File: src/rtl/agc_ema_ctrl_if.sv
// Bus between the AGC EMA sequencing controller and its surroundings:
// control pulses, the magnitude sample stream, the EMA filter port pair,
// and the registered level estimate. The controller uses the slave modport;
// whoever drives the samples and the EMA model uses the master modport.
interface agc_ema_ctrl_if #(
  parameter int DWIDTH   = 27,
  parameter int BWIDTH   = 18,
  parameter int OUTWIDTH = 48
);
  logic                       start;
  logic                       stop;
  logic                       freeze;
  logic signed [DWIDTH-1:0]   in_data;
  logic                       in_valid;
  logic signed [DWIDTH-1:0]   ema_data;
  logic                       ema_valid;
  logic        [BWIDTH-1:0]   ema_coef;
  logic signed [OUTWIDTH-1:0] ema_out;
  logic                       ema_out_valid;
  logic signed [DWIDTH-1:0]   est;
  logic                       est_valid;
  logic        [1:0]          state;
  logic                       locked;

  modport slave (
    input  start, stop, freeze, in_data, in_valid, ema_out, ema_out_valid,
    output ema_data, ema_valid, ema_coef, est, est_valid, state, locked
  );

  modport master (
    output start, stop, freeze, in_data, in_valid, ema_out, ema_out_valid,
    input  ema_data, ema_valid, ema_coef, est, est_valid, state, locked
  );
endinterface

File: src/rtl/agc_ema_ctrl.sv
// Sequencing controller in front of the AGC exponential-moving-average
// filter. Gates magnitude samples into the EMA with a one-cycle forward
// latency, picks the EMA coefficient (fast acquisition, then attack/release
// tracking), and registers the rescaled EMA output as the level estimate.
//
// Optional build macro AGC_EMA_HYST_EN: adds a hysteresis band of HYST
// around the estimate for the attack/release decision; inside the band the
// previous coefficient is kept.
//
// state     | meaning
// ----------+-----------------------------------------------------------
// IDLE (00) | stopped, samples dropped, EMA output ignored
// ACQUIRE(01)| ACQ_LEN accepted samples forwarded with COEF_FAST
// TRACK (10)| samples forwarded with attack or release coefficient
// HOLD  (11)| frozen: samples dropped, estimate held from the filter side
module agc_ema_ctrl #(
  parameter int                 DWIDTH       = 27,
  parameter int                 BWIDTH       = 18,
  parameter int                 OUTWIDTH     = 48,
  parameter int                 ACQ_LEN      = 64,
  parameter logic [BWIDTH-1:0]  COEF_FAST    = 18'h08000,
  parameter logic [BWIDTH-1:0]  COEF_ATTACK  = 18'h04000,
  parameter logic [BWIDTH-1:0]  COEF_RELEASE = 18'h00400,
  parameter logic [DWIDTH-1:0]  HYST         = 27'd256
) (
  input  logic                  clk,
  input  logic                  rst,
  agc_ema_ctrl_if.slave         bus
);

  typedef enum logic [1:0] {
    S_IDLE    = 2'b00,
    S_ACQUIRE = 2'b01,
    S_TRACK   = 2'b10,
    S_HOLD    = 2'b11
  } state_t;

  localparam int CW  = (ACQ_LEN > 1) ? $clog2(ACQ_LEN) : 1;
  // EMA output is Q.32, the estimate Q.18: drop 14 fraction bits.
  localparam int SHW = OUTWIDTH - 14;
  localparam logic signed [DWIDTH-1:0] EST_MAX = {1'b0, {(DWIDTH-1){1'b1}}};
  localparam logic signed [DWIDTH-1:0] EST_MIN = {1'b1, {(DWIDTH-1){1'b0}}};

  state_t                   state_q, state_d;
  logic [CW-1:0]            cnt_q, cnt_d;
  logic                     accept;
  logic [BWIDTH-1:0]        coef_sel;
  logic                     ema_valid_q;
  logic signed [DWIDTH-1:0] ema_data_q;
  logic [BWIDTH-1:0]        ema_coef_q;
  logic signed [DWIDTH-1:0] est_q;
  logic                     est_valid_q;
  logic signed [SHW-1:0]    est_shift;
  logic                     est_fits;
  logic signed [DWIDTH-1:0] est_sat;
  logic                     est_load;
  logic                     unused_ema_lsbs;

  assign accept = bus.in_valid && ((state_q == S_ACQUIRE) || (state_q == S_TRACK));

  // State register and acquire down-counter.
  always_ff @(posedge clk or posedge rst) begin
    if (rst) begin
      state_q <= S_IDLE;
      cnt_q   <= '0;
    end else begin
      state_q <= state_d;
      cnt_q   <= cnt_d;
    end
  end

  // Next-state logic; stop overrides everything, including start.
  always_comb begin
    state_d = state_q;
    cnt_d   = cnt_q;
    if (bus.stop) begin
      state_d = S_IDLE;
    end else begin
      case (state_q)
        S_IDLE: begin
          if (bus.start) begin
            state_d = S_ACQUIRE;
            cnt_d   = CW'(ACQ_LEN - 1);
          end
        end
        S_ACQUIRE: begin
          if (bus.in_valid) begin
            if (cnt_q == '0) state_d = S_TRACK;
            else             cnt_d   = cnt_q - 1'b1;
          end
        end
        S_TRACK: if (bus.freeze)  state_d = S_HOLD;
        S_HOLD:  if (!bus.freeze) state_d = S_TRACK;
        default: state_d = S_IDLE;
      endcase
    end
  end

`ifdef AGC_EMA_HYST_EN
  logic signed [DWIDTH:0]   est_hi_w, est_lo_w;
  logic signed [DWIDTH-1:0] est_hi, est_lo;

  assign est_hi_w = {est_q[DWIDTH-1], est_q} + $signed({1'b0, HYST});
  assign est_lo_w = {est_q[DWIDTH-1], est_q} - $signed({1'b0, HYST});

  // Band edges clamp to the estimate range so the compare never wraps.
  always_comb begin
    est_hi = est_hi_w[DWIDTH-1:0];
    est_lo = est_lo_w[DWIDTH-1:0];
    if (est_hi_w[DWIDTH] != est_hi_w[DWIDTH-1])
      est_hi = est_hi_w[DWIDTH] ? EST_MIN : EST_MAX;
    if (est_lo_w[DWIDTH] != est_lo_w[DWIDTH-1])
      est_lo = est_lo_w[DWIDTH] ? EST_MIN : EST_MAX;
  end
`endif

  // Coefficient for the sample being accepted this cycle.
  always_comb begin
    coef_sel = ema_coef_q;
    if (state_q == S_ACQUIRE) begin
      coef_sel = COEF_FAST;
    end else begin
`ifdef AGC_EMA_HYST_EN
      if (bus.in_data > est_hi)      coef_sel = COEF_ATTACK;
      else if (bus.in_data < est_lo) coef_sel = COEF_RELEASE;
`else
      if (bus.in_data > est_q) coef_sel = COEF_ATTACK;
      else                     coef_sel = COEF_RELEASE;
`endif
    end
  end

`ifndef AGC_EMA_HYST_EN
  logic unused_hyst;
  assign unused_hyst = ^HYST;
`endif

  // Forward accepted samples; data and coefficient only move with the strobe.
  always_ff @(posedge clk or posedge rst) begin
    if (rst) begin
      ema_valid_q <= 1'b0;
      ema_data_q  <= '0;
      ema_coef_q  <= COEF_FAST;
    end else begin
      ema_valid_q <= accept;
      if (accept) begin
        ema_data_q <= bus.in_data;
        ema_coef_q <= coef_sel;
      end
    end
  end

  assign est_shift       = bus.ema_out[OUTWIDTH-1:14];
  assign unused_ema_lsbs = ^bus.ema_out[13:0];
  assign est_fits        = (&est_shift[SHW-1:DWIDTH-1]) || (~|est_shift[SHW-1:DWIDTH-1]);
  assign est_sat         = est_fits ? est_shift[DWIDTH-1:0]
                                    : (est_shift[SHW-1] ? EST_MIN : EST_MAX);
  assign est_load        = bus.ema_out_valid && (state_q != S_IDLE);

  // Capture the rescaled, saturated EMA output as the level estimate.
  always_ff @(posedge clk or posedge rst) begin
    if (rst) begin
      est_q       <= '0;
      est_valid_q <= 1'b0;
    end else begin
      est_valid_q <= est_load;
      if (est_load) est_q <= est_sat;
    end
  end

  assign bus.ema_valid = ema_valid_q;
  assign bus.ema_data  = ema_data_q;
  assign bus.ema_coef  = ema_coef_q;
  assign bus.est       = est_q;
  assign bus.est_valid = est_valid_q;
  assign bus.state     = state_q;
  assign bus.locked    = (state_q == S_TRACK) || (state_q == S_HOLD);

endmodule

File: src/flat_wrapper.sv
// flat-port wrapper written by rule: the top's interface ports become plain ports
module agc_ema_ctrl_flat 
#(
  parameter int                 DWIDTH       = 27,
  parameter int                 BWIDTH       = 18,
  parameter int                 OUTWIDTH     = 48,
  parameter int                 ACQ_LEN      = 64,
  parameter logic [BWIDTH-1:0]  COEF_FAST    = 18'h08000,
  parameter logic [BWIDTH-1:0]  COEF_ATTACK  = 18'h04000,
  parameter logic [BWIDTH-1:0]  COEF_RELEASE = 18'h00400,
  parameter logic [DWIDTH-1:0]  HYST         = 27'd256
)
  (clk, rst, bus_start, bus_stop, bus_freeze, bus_in_data, bus_in_valid, bus_ema_out, bus_ema_out_valid, bus_ema_data, bus_ema_valid, bus_ema_coef, bus_est, bus_est_valid, bus_state, bus_locked);
  agc_ema_ctrl_if #(.DWIDTH(DWIDTH), .BWIDTH(BWIDTH), .OUTWIDTH(OUTWIDTH)) bus_i ();
  input  logic clk;
  input  logic rst;
  input wire logic [$bits(bus_i.start)-1:0] bus_start;
  input wire logic [$bits(bus_i.stop)-1:0] bus_stop;
  input wire logic [$bits(bus_i.freeze)-1:0] bus_freeze;
  input wire logic [$bits(bus_i.in_data)-1:0] bus_in_data;
  input wire logic [$bits(bus_i.in_valid)-1:0] bus_in_valid;
  input wire logic [$bits(bus_i.ema_out)-1:0] bus_ema_out;
  input wire logic [$bits(bus_i.ema_out_valid)-1:0] bus_ema_out_valid;
  output wire logic [$bits(bus_i.ema_data)-1:0] bus_ema_data;
  output wire logic [$bits(bus_i.ema_valid)-1:0] bus_ema_valid;
  output wire logic [$bits(bus_i.ema_coef)-1:0] bus_ema_coef;
  output wire logic [$bits(bus_i.est)-1:0] bus_est;
  output wire logic [$bits(bus_i.est_valid)-1:0] bus_est_valid;
  output wire logic [$bits(bus_i.state)-1:0] bus_state;
  output wire logic [$bits(bus_i.locked)-1:0] bus_locked;
  assign bus_i.start = bus_start;
  assign bus_i.stop = bus_stop;
  assign bus_i.freeze = bus_freeze;
  assign bus_i.in_data = bus_in_data;
  assign bus_i.in_valid = bus_in_valid;
  assign bus_i.ema_out = bus_ema_out;
  assign bus_i.ema_out_valid = bus_ema_out_valid;
  assign bus_ema_data = bus_i.ema_data;
  assign bus_ema_valid = bus_i.ema_valid;
  assign bus_ema_coef = bus_i.ema_coef;
  assign bus_est = bus_i.est;
  assign bus_est_valid = bus_i.est_valid;
  assign bus_state = bus_i.state;
  assign bus_locked = bus_i.locked;
  agc_ema_ctrl #(.DWIDTH(DWIDTH), .BWIDTH(BWIDTH), .OUTWIDTH(OUTWIDTH), .ACQ_LEN(ACQ_LEN), .COEF_FAST(COEF_FAST), .COEF_ATTACK(COEF_ATTACK), .COEF_RELEASE(COEF_RELEASE), .HYST(HYST)) u_core (.clk(clk), .rst(rst), .bus(bus_i));
endmodule
File: config.mk
export PLATFORM = sky130hd
export DESIGN_NAME = agc_ema_ctrl_flat
export DESIGN_NICKNAME = d
export VERILOG_FILES = /design/src/rtl/agc_ema_ctrl_if.sv /design/src/rtl/agc_ema_ctrl.sv /design/src/flat_wrapper.sv
export SDC_FILE = /design/constraint.sdc
export NUM_CORES = 1
export LEC_CHECK = 0
export CORE_MARGIN = 8
export CORE_UTILIZATION = 40
export CTS_BUF_LIST = sky130_fd_sc_hd__clkbuf_4 sky130_fd_sc_hd__clkbuf_8
export CTS_CLUSTER_SIZE = 25
export DETAILED_ROUTE_END_ITERATION = 10
export PLACE_DENSITY_LB_ADDON = 0.08
export SYNTH_ARGS = -nofsm -noshare
export SYNTH_HDL_FRONTEND = slang
export SYNTH_SLANG_ARGS = --single-unit
File: constraint.sdc
create_clock -name clk -period 2.1 [get_ports clk]
set_clock_uncertainty 0.15 [all_clocks]
set_input_delay 0.315 -clock clk [delete_from_list [all_inputs] [get_ports clk]]
set_output_delay 0.315 -clock clk [all_outputs]
set_load 0.005 [all_outputs]
==> results of run 1 <==
==> kinds of logic (layout without fill, tap and decap cells) <==
kind of cell               count (synthesis)  count (layout)  share of synthesized area
and+or+nand+nor                           81              81                      0.110
DFF                                       67              67                      0.456
adders and majority gates                 33              33                      0.112
muxes                                     27              27                     0.0823
buffers and inverters                     67             239                     0.0874
AOI/OAI and AO/OA                         86              86                      0.142
xor gates and xnor gates                   4               4                    0.00953
other                                      1              15                    0.00102
==> worst paths after layout <==
path	slack, ns	to
setup / recovery	-0.15	u_core.bus.ema_coef[10]$_DFFE_PP0P_
min in group asynchronous	0.27	u_core.cnt_q[3]$_DFFE_PP0P_
max in group asynchronous	1.20	u_core.bus.ema_coef[15]$_DFFE_PP1P_
setup reg to reg	-0.15	u_core.bus.ema_coef[10]$_DFFE_PP0P_
hold / removal	0.16	u_core.bus.ema_data[21]$_DFFE_PP0P_
hold reg to reg	0.33	u_core.bus.ema_coef[15]$_DFFE_PP1P_
==> synth_stat cells, types with 4 or more instances <==
cell type	count	area share
mux2_2	8	0.024
clkbuf_1	10	0.010
xor2_1	4	0.0095
ha_1	33	0.11
nand2_1	19	0.019
dfrtp_1	66	0.45
nand4_1	5	0.0085
a211oi_1	4	0.0082
o21ai_0	5	0.0068
mux2_1	18	0.055
buf_4	18	0.037
a21oi_1	10	0.014
nor2_1	35	0.036
o21ai_1	30	0.041
nand3_1	4	0.0054
a31oi_1	27	0.046
inv_1	35	0.036
==> metrics by stage <==
stage	setup TNS [ns]	instance area, sq um	std cells
floorplan	0	3730	380
detailed placement	-4.91	5370	633
global placement	-4.06	5370	633
finish	-0.228	5910	663
CTS	-0.283	5770	655
global route	-0.537	5910	663
==> report_power, final <==
group          switching [W]  leakage (nW)  internal, W  total, W
sequential          0.000343         0.758      0.00191   0.00226
clock               0.000503         0.110     0.000692   0.00119
combinational        0.00189          1.77      0.00269   0.00458
total                0.00274          2.64      0.00529   0.00803
==> routing by layer <==
layer | vias up | GRT usage
li1 | 1609 | -
met1 | 1554 | 0.218
met2 | 86 | 0.299
met3 | 9 | 0.0617
met4 | 0 | 0.0629
met5 | - | 0
==> cell type report <==
type / count / area (sq um) / share of cell area
Tap cell: 111 / 139 / 0.0235
Timing Repair Buffer: 187 / 1780 / 0.301
Sequential cell: 67 / 1680 / 0.284
Clock inverter: 5 / 77.6 / 0.0131
Inverter: 36 / 139 / 0.0235
Clock buffer: 11 / 139 / 0.0235
Multi-Input combinational cell: 246 / 1960 / 0.332
==> sequential cells by signal (all words and copies together), names as in the netlist <==
signal,count
u_core.bus.ema_coef,3
u_core.bus.est,27
u_core.bus.est_valid,1
u_core.bus.ema_data,27
u_core.bus.state,2
u_core.cnt_q,6
u_core.bus.ema_valid,1
==> worst max-delay path, cell delays in order <==
cell and delay, ns:
clkdlybuf4s50_1 0.45, ha_1 0.30, nand2_1 0.08, nor4_4 0.33, nand4_1 0.23, o2111ai_2 0.23, xor2_1 0.22, o221a_1 0.21
==> what timing repair did <==
item / CTS / global route
setup endpoints to repair: 5 / 9
pin swaps: 11 / 11
gates resized for setup: 23 / 18
cloned: 0 / 0
setup buffers: 6 / 8
==> flow_metrics.env, run 1 <==
export IMPL_outcome="finished, violations left"
export IMPL_failed_checks="negative setup slack"
export IMPL_pwr_density_cell_nw_per_um2=1360
export IMPL_firstDrtPassIters=4
export IMPL_setup_ws_ns=-0.147
export IMPL_fmax_ghz=0.445
export IMPL_period_minus_slack_ns=2.25
export IMPL_drt_total_wl_mm=10.9
export IMPL_cts_max_level=3
export IMPL_syn_mean_instance_area_sq_um=10.0
export IMPL_synthArstFlopShare=1.00
export IMPL_wl_met3_microns=716
export IMPL_cp_start_kind="primary input"
export IMPL_worstPathRequired_ns=2.23
export IMPL_grt_pass1_wl_mm=18.1
export IMPL_clock_latency_ns=0.34
export IMPL_cts_buffer_depth=2
export IMPL_num_vias=3258
export IMPL_whs_ns=0.155
export IMPL_dr_max_layer_used="met4"
export IMPL_fin_nets=662
export IMPL_syn_area_sq_um=3680
export IMPL_core_area_sq_um=9060
export IMPL_dr_wl_met2_mm=5.27
export IMPL_cp_end_kind="flip-flop"
export IMPL_drc=0
export IMPL_synth_edf_count=0
export IMPL_diodes=0
export IMPL_vias_per_cell=4.91
export IMPL_maxCapViolCount=0
export IMPL_grt_pass1_vias=3493
export IMPL_detail_route_wl_per_cell_microns=16.4
export IMPL_syn_inst=366
export IMPL_start_util=0.406
export IMPL_fp_dieArea_sq_um=12500
export IMPL_final_cell_mix="clkdlybuf4s50_1 (120), dfrtp_1 (66), buf_4 (54)"
export IMPL_io_pins=159
export IMPL_nFillCells=802
export IMPL_clockRootBuffer="clkbuf_8"
export IMPL_cts_hold_buf=0
export IMPL_ys_ff_latch=67
export IMPL_antenna_found_initial=0
export IMPL_rsz0062_at_grt="yes"
export IMPL_power_total_w=0.00803
export IMPL_yosysUniqueCellTypes=47
export IMPL_cts_tree="built"
export IMPL_drive_above_1_share=0.219
export IMPL_syn2layout_area_growth_pct=60.8
export IMPL_grtUsageTotal=0.182
export IMPL_arrival_ns=2.38
export IMPL_pre_cts_ws_ns=-0.632
export IMPL_power_leakage_nw=2.64
export IMPL_hold_viol=0
export IMPL_grt_start_max_net_pins=68
export IMPL_yosysSeqAreaShare=0.456
export IMPL_rows=35
export IMPL_hpwlAfterDp_mm=8.14
export IMPL_cts_buffers=9
export IMPL_mostFrequentLayoutCell="clkdlybuf4s50_1"
export IMPL_cts_sinks=67
export IMPL_hp_start="bus_in_data[21]"
export IMPL_utilization=0.652
export IMPL_met1_length_mm=4.79
export IMPL_hold_path_class="primary input to flip-flop"
export IMPL_vdd_ir_drop_max_mv=0.703
export IMPL_setup_worst_path_class="primary input to flip-flop"
export IMPL_critPathLaunch="bus_in_data[15]"
export IMPL_gp_congestion=0.772
export IMPL_r2r_cells=8
export IMPL_fin_crit_sh=1.07
export IMPL_setup_violations=2
export IMPL_r2r_start="u_core.bus.est[22]$_DFFE_PP0P_"
export IMPL_clk_pin_slew_ns=0.07
export IMPL_final_antenna_net_count=0
export IMPL_grt_overflow_total=0
export IMPL_drtIter0Drc=121
export IMPL_final_max_slew_viol_count=0
export IMPL_worst_path_max_fanout=2
export IMPL_yosysWarnings=0
export IMPL_fp_dieW_microns=112
export IMPL_die_y_microns=112
export IMPL_hold_depth=2
export IMPL_ys_flop_type="dfrtp_1"
export IMPL_portBuffers=129
No activity file was read; power rests on OpenSTA's default activity.
==> run 2: changes to the inputs <==
Settings changed: CORE_UTILIZATION 40 to 50, DONT_BUFFER_PORTS set to 1.
==> run 2 against run 1 <==
Against the previous run:
- the flow still finishes with violations (negative setup slack)
- combinational power decreased by 26%
- via count decreased by 8.9%
- setup slack got worse by 0.025 ns
- non-clock buffer count decreased by 82
- first-iteration DRC count decreased by 14%
- critical path type is now flip-flop to flip-flop
==> flow_metrics.env, run 2 (same netlist as run 1, synthesis figures left out) <==
export IMPL_cp_buffers_inverters=3
export IMPL_grt_start_max_net_pins=56
export IMPL_gp_congestion=0.809
export IMPL_clkPwrFrac=0.162
export IMPL_vdd_ir_drop_max_mv=0.617
export IMPL_worst_path_max_fanout=3
export IMPL_hold_path_class="primary input to flip-flop"
export IMPL_hpwlAfterDp_mm=7.16
export IMPL_grt_pass1_vias=3194
export IMPL_grt_overflow_total=0
export IMPL_firstDrtPassIters=4
export IMPL_drt_total_wl_mm=10.1
export IMPL_setup_worst_path_class="flip-flop to flip-flop"
export IMPL_setup_violations=2
export IMPL_hp_start="bus_ema_out[37]"
export IMPL_rows=31
export IMPL_failed_checks="negative setup slack"
export IMPL_arrival_ns=2.35
export IMPL_die_y_microns=102
export IMPL_cts_max_level=3
export IMPL_mostFrequentLayoutCell="dfrtp_1"
export IMPL_cts_buffer_depth=2
export IMPL_path_cells="inv_1, ha_1, nand4_1, inv_2, a2111oi_4, buf_4, o2111ai_2, xor2_2, o221a_1"
export IMPL_power_switching_w=0.00254
export IMPL_detail_route_wl_per_cell_microns=17.8
export IMPL_cell_internal_pwr_w=0.00428
export IMPL_cp_start_kind="flip-flop"
export IMPL_final_cell_mix="dfrtp_1 (66), buf_4 (52), dlygate4sd3_1 (49)"
export IMPL_antenna_found_initial=0
export IMPL_slowest_delay_ns=0.35
export IMPL_cp_slowest_cell="dfrtp_1"
export IMPL_grt_pass1_wl_mm=16.0
export IMPL_fin_nets=580
export IMPL_met3_usage=0.0845
export IMPL_cts_tree="built"
export IMPL_fmax_ghz=0.440
export IMPL_met2_usage=0.336
export IMPL_portBuffers=0
export IMPL_io_pins=159
export IMPL_setup_ws_ns=-0.172
export IMPL_p_seq_frac=0.341
export IMPL_grtUsageTotal=0.199
export IMPL_clk_pin_slew_ns=0.07
export IMPL_combPwrFrac=0.497
export IMPL_final_max_slew_viol_count=0
export IMPL_ff2ff_setup_slack_ns=-0.17
export IMPL_diodes=0
export IMPL_start_util=0.512
export IMPL_grtUsageMet1=0.219
export IMPL_clockRootBuffer="clkbuf_8"
export IMPL_power_leakage_nw=2.27
export IMPL_nFillCells=573
export IMPL_outcome="finished, violations left"
export IMPL_maxCapViolCount=0
export IMPL_final_antenna_net_count=0
export IMPL_fp_dieArea_sq_um=10400
export IMPL_grt_busiest_layer="met2"
export IMPL_drc=0
export IMPL_min_to="u_core.bus.est[23]$_DFFE_PP0P_"
export IMPL_clock_latency_ns=0.34
export IMPL_vias_per_cell=5.23
export IMPL_fp_dieW_microns=102
export IMPL_rsz0062_at_grt="yes"
export IMPL_fin_crit_sh=1.08
export IMPL_cts_buffers=9
export IMPL_swShare=0.373
export IMPL_cts_sinks=67
export IMPL_power_total_w=0.00682
export IMPL_drive_above_1_share=0.250
export IMPL_r2r_start="u_core.bus.est[8]$_DFFE_PP0P_"
export IMPL_r2r_cells=9
export IMPL_pwr_density_cell_nw_per_um2=1350
export IMPL_crit_family="compound AO/OA/AOI/OAI gates"
export IMPL_r2r_end="u_core.bus.ema_coef[10]$_DFFE_PP0P_"
export IMPL_period_minus_slack_ns=2.27
export IMPL_core_area_sq_um=7180
export IMPL_cp_end_kind="flip-flop"
export IMPL_hold_viol=0
export IMPL_worstPathRequired_ns=2.18
export IMPL_syn2layout_area_growth_pct=37.7
export IMPL_hold_depth=2
export IMPL_drtIter0Drc=104
export IMPL_pre_cts_ws_ns=-0.372
export IMPL_num_vias=2968
==> run 2: cell count changes in the layout (fill, tap and decap cells not counted), sizes merged, moves of 2 or more <==
cell	delta
dlygate4sd2	-5
buf	-2
dlygate4sd3	+49
dlymetal6s2s	-4
clkdlybuf4s50	-120
==> run 2: layer usage <==
layer  vias up  part of all wire
met1      1403              0.39
met3        12              0.10
met2       104              0.50
li1       1449                 -
met4         0             0.015
met5         -                 0
==> run 2: power groups by stage <==
stage / combinational, W / clock (W) / sequential (W)
after floorplan: 0.00170 / 0 / 0.00233
after global placement: 0.00275 / 0 / 0.00233
after detailed placement: 0.00284 / 0 / 0.00235
after CTS: 0.00318 / 0.00113 / 0.00233
after global routing: 0.00378 / 0.00119 / 0.00242
final: 0.00339 / 0.00111 / 0.00232
==> run 2: worst max path at each step <==
stage | from | to | slack (ns) | cells after the start
after floorplan | u_core.bus.est[6]$_DFFE_PP0P_ | u_core.bus.ema_coef[10]$_DFFE_PP0P_ | 0.008 | 8
after global placement | u_core.bus.est[6]$_DFFE_PP0P_ | u_core.bus.ema_coef[10]$_DFFE_PP0P_ | -0.32 | 9
after detailed placement | u_core.bus.est[6]$_DFFE_PP0P_ | u_core.bus.ema_coef[10]$_DFFE_PP0P_ | -0.37 | 9
after CTS | u_core.bus.est[8]$_DFFE_PP0P_ | u_core.bus.ema_coef[10]$_DFFE_PP0P_ | -0.19 | 9
after global routing | u_core.bus.est[21]$_DFFE_PP0P_ | u_core.bus.ema_coef[10]$_DFFE_PP0P_ | -0.30 | 8
final | u_core.bus.est[8]$_DFFE_PP0P_ | u_core.bus.ema_coef[10]$_DFFE_PP0P_ | -0.17 | 9
==> run 2: area by class of cell <==
| class | count | area, sq um | area share |
|---|---|---|---|
| clock inverters | 2 | 35.0 | 0.00692 |
| inverters | 36 | 139 | 0.0274 |
| well taps | 99 | 124 | 0.0245 |
| clock buffers | 12 | 165 | 0.0326 |
| flip-flops and latches | 67 | 1680 | 0.331 |
| multi-input cells | 246 | 1960 | 0.387 |
| repair buffers | 105 | 961 | 0.190 |
==> run 2: what timing repair did <==
action	CTS	global route
hold endpoints to repair	115	0
pin swaps	7	9
buffers inserted	2	6
setup endpoints to repair	4	8
hold buffers	49	0
gates resized for setup	19	14
==> run 2: through the flow <==
stage | utilization | cell area, sq um | std cells | hold slack, ns | setup TNS [ns]
2_1_floorplan | - | 3730 | 380 | 0.232 | 0
3_3_place_gp | 0.570 | 4090 | 496 | 0.171 | -0.600
3_5_place_dp | 0.570 | 4090 | 496 | 0.184 | -0.720
4_1_cts | 0.688 | 4930 | 561 | 0.00673 | -0.362
5_1_grt | 0.705 | 5060 | 567 | 0.00618 | -0.590
6_report | 0.705 | 5060 | 567 | 0.0202 | -0.307
==> run 2: worst register-to-register path: cells and delay by family, from the launching register on <==
family | cells | cell delay, ns
compound gates | 3 | 0.72
xor+xnor | 1 | 0.20
fa+ha+maj | 1 | 0.30
buf+inv | 3 | 0.28
flops | 1 | 0.35
simple gates | 1 | 0.18
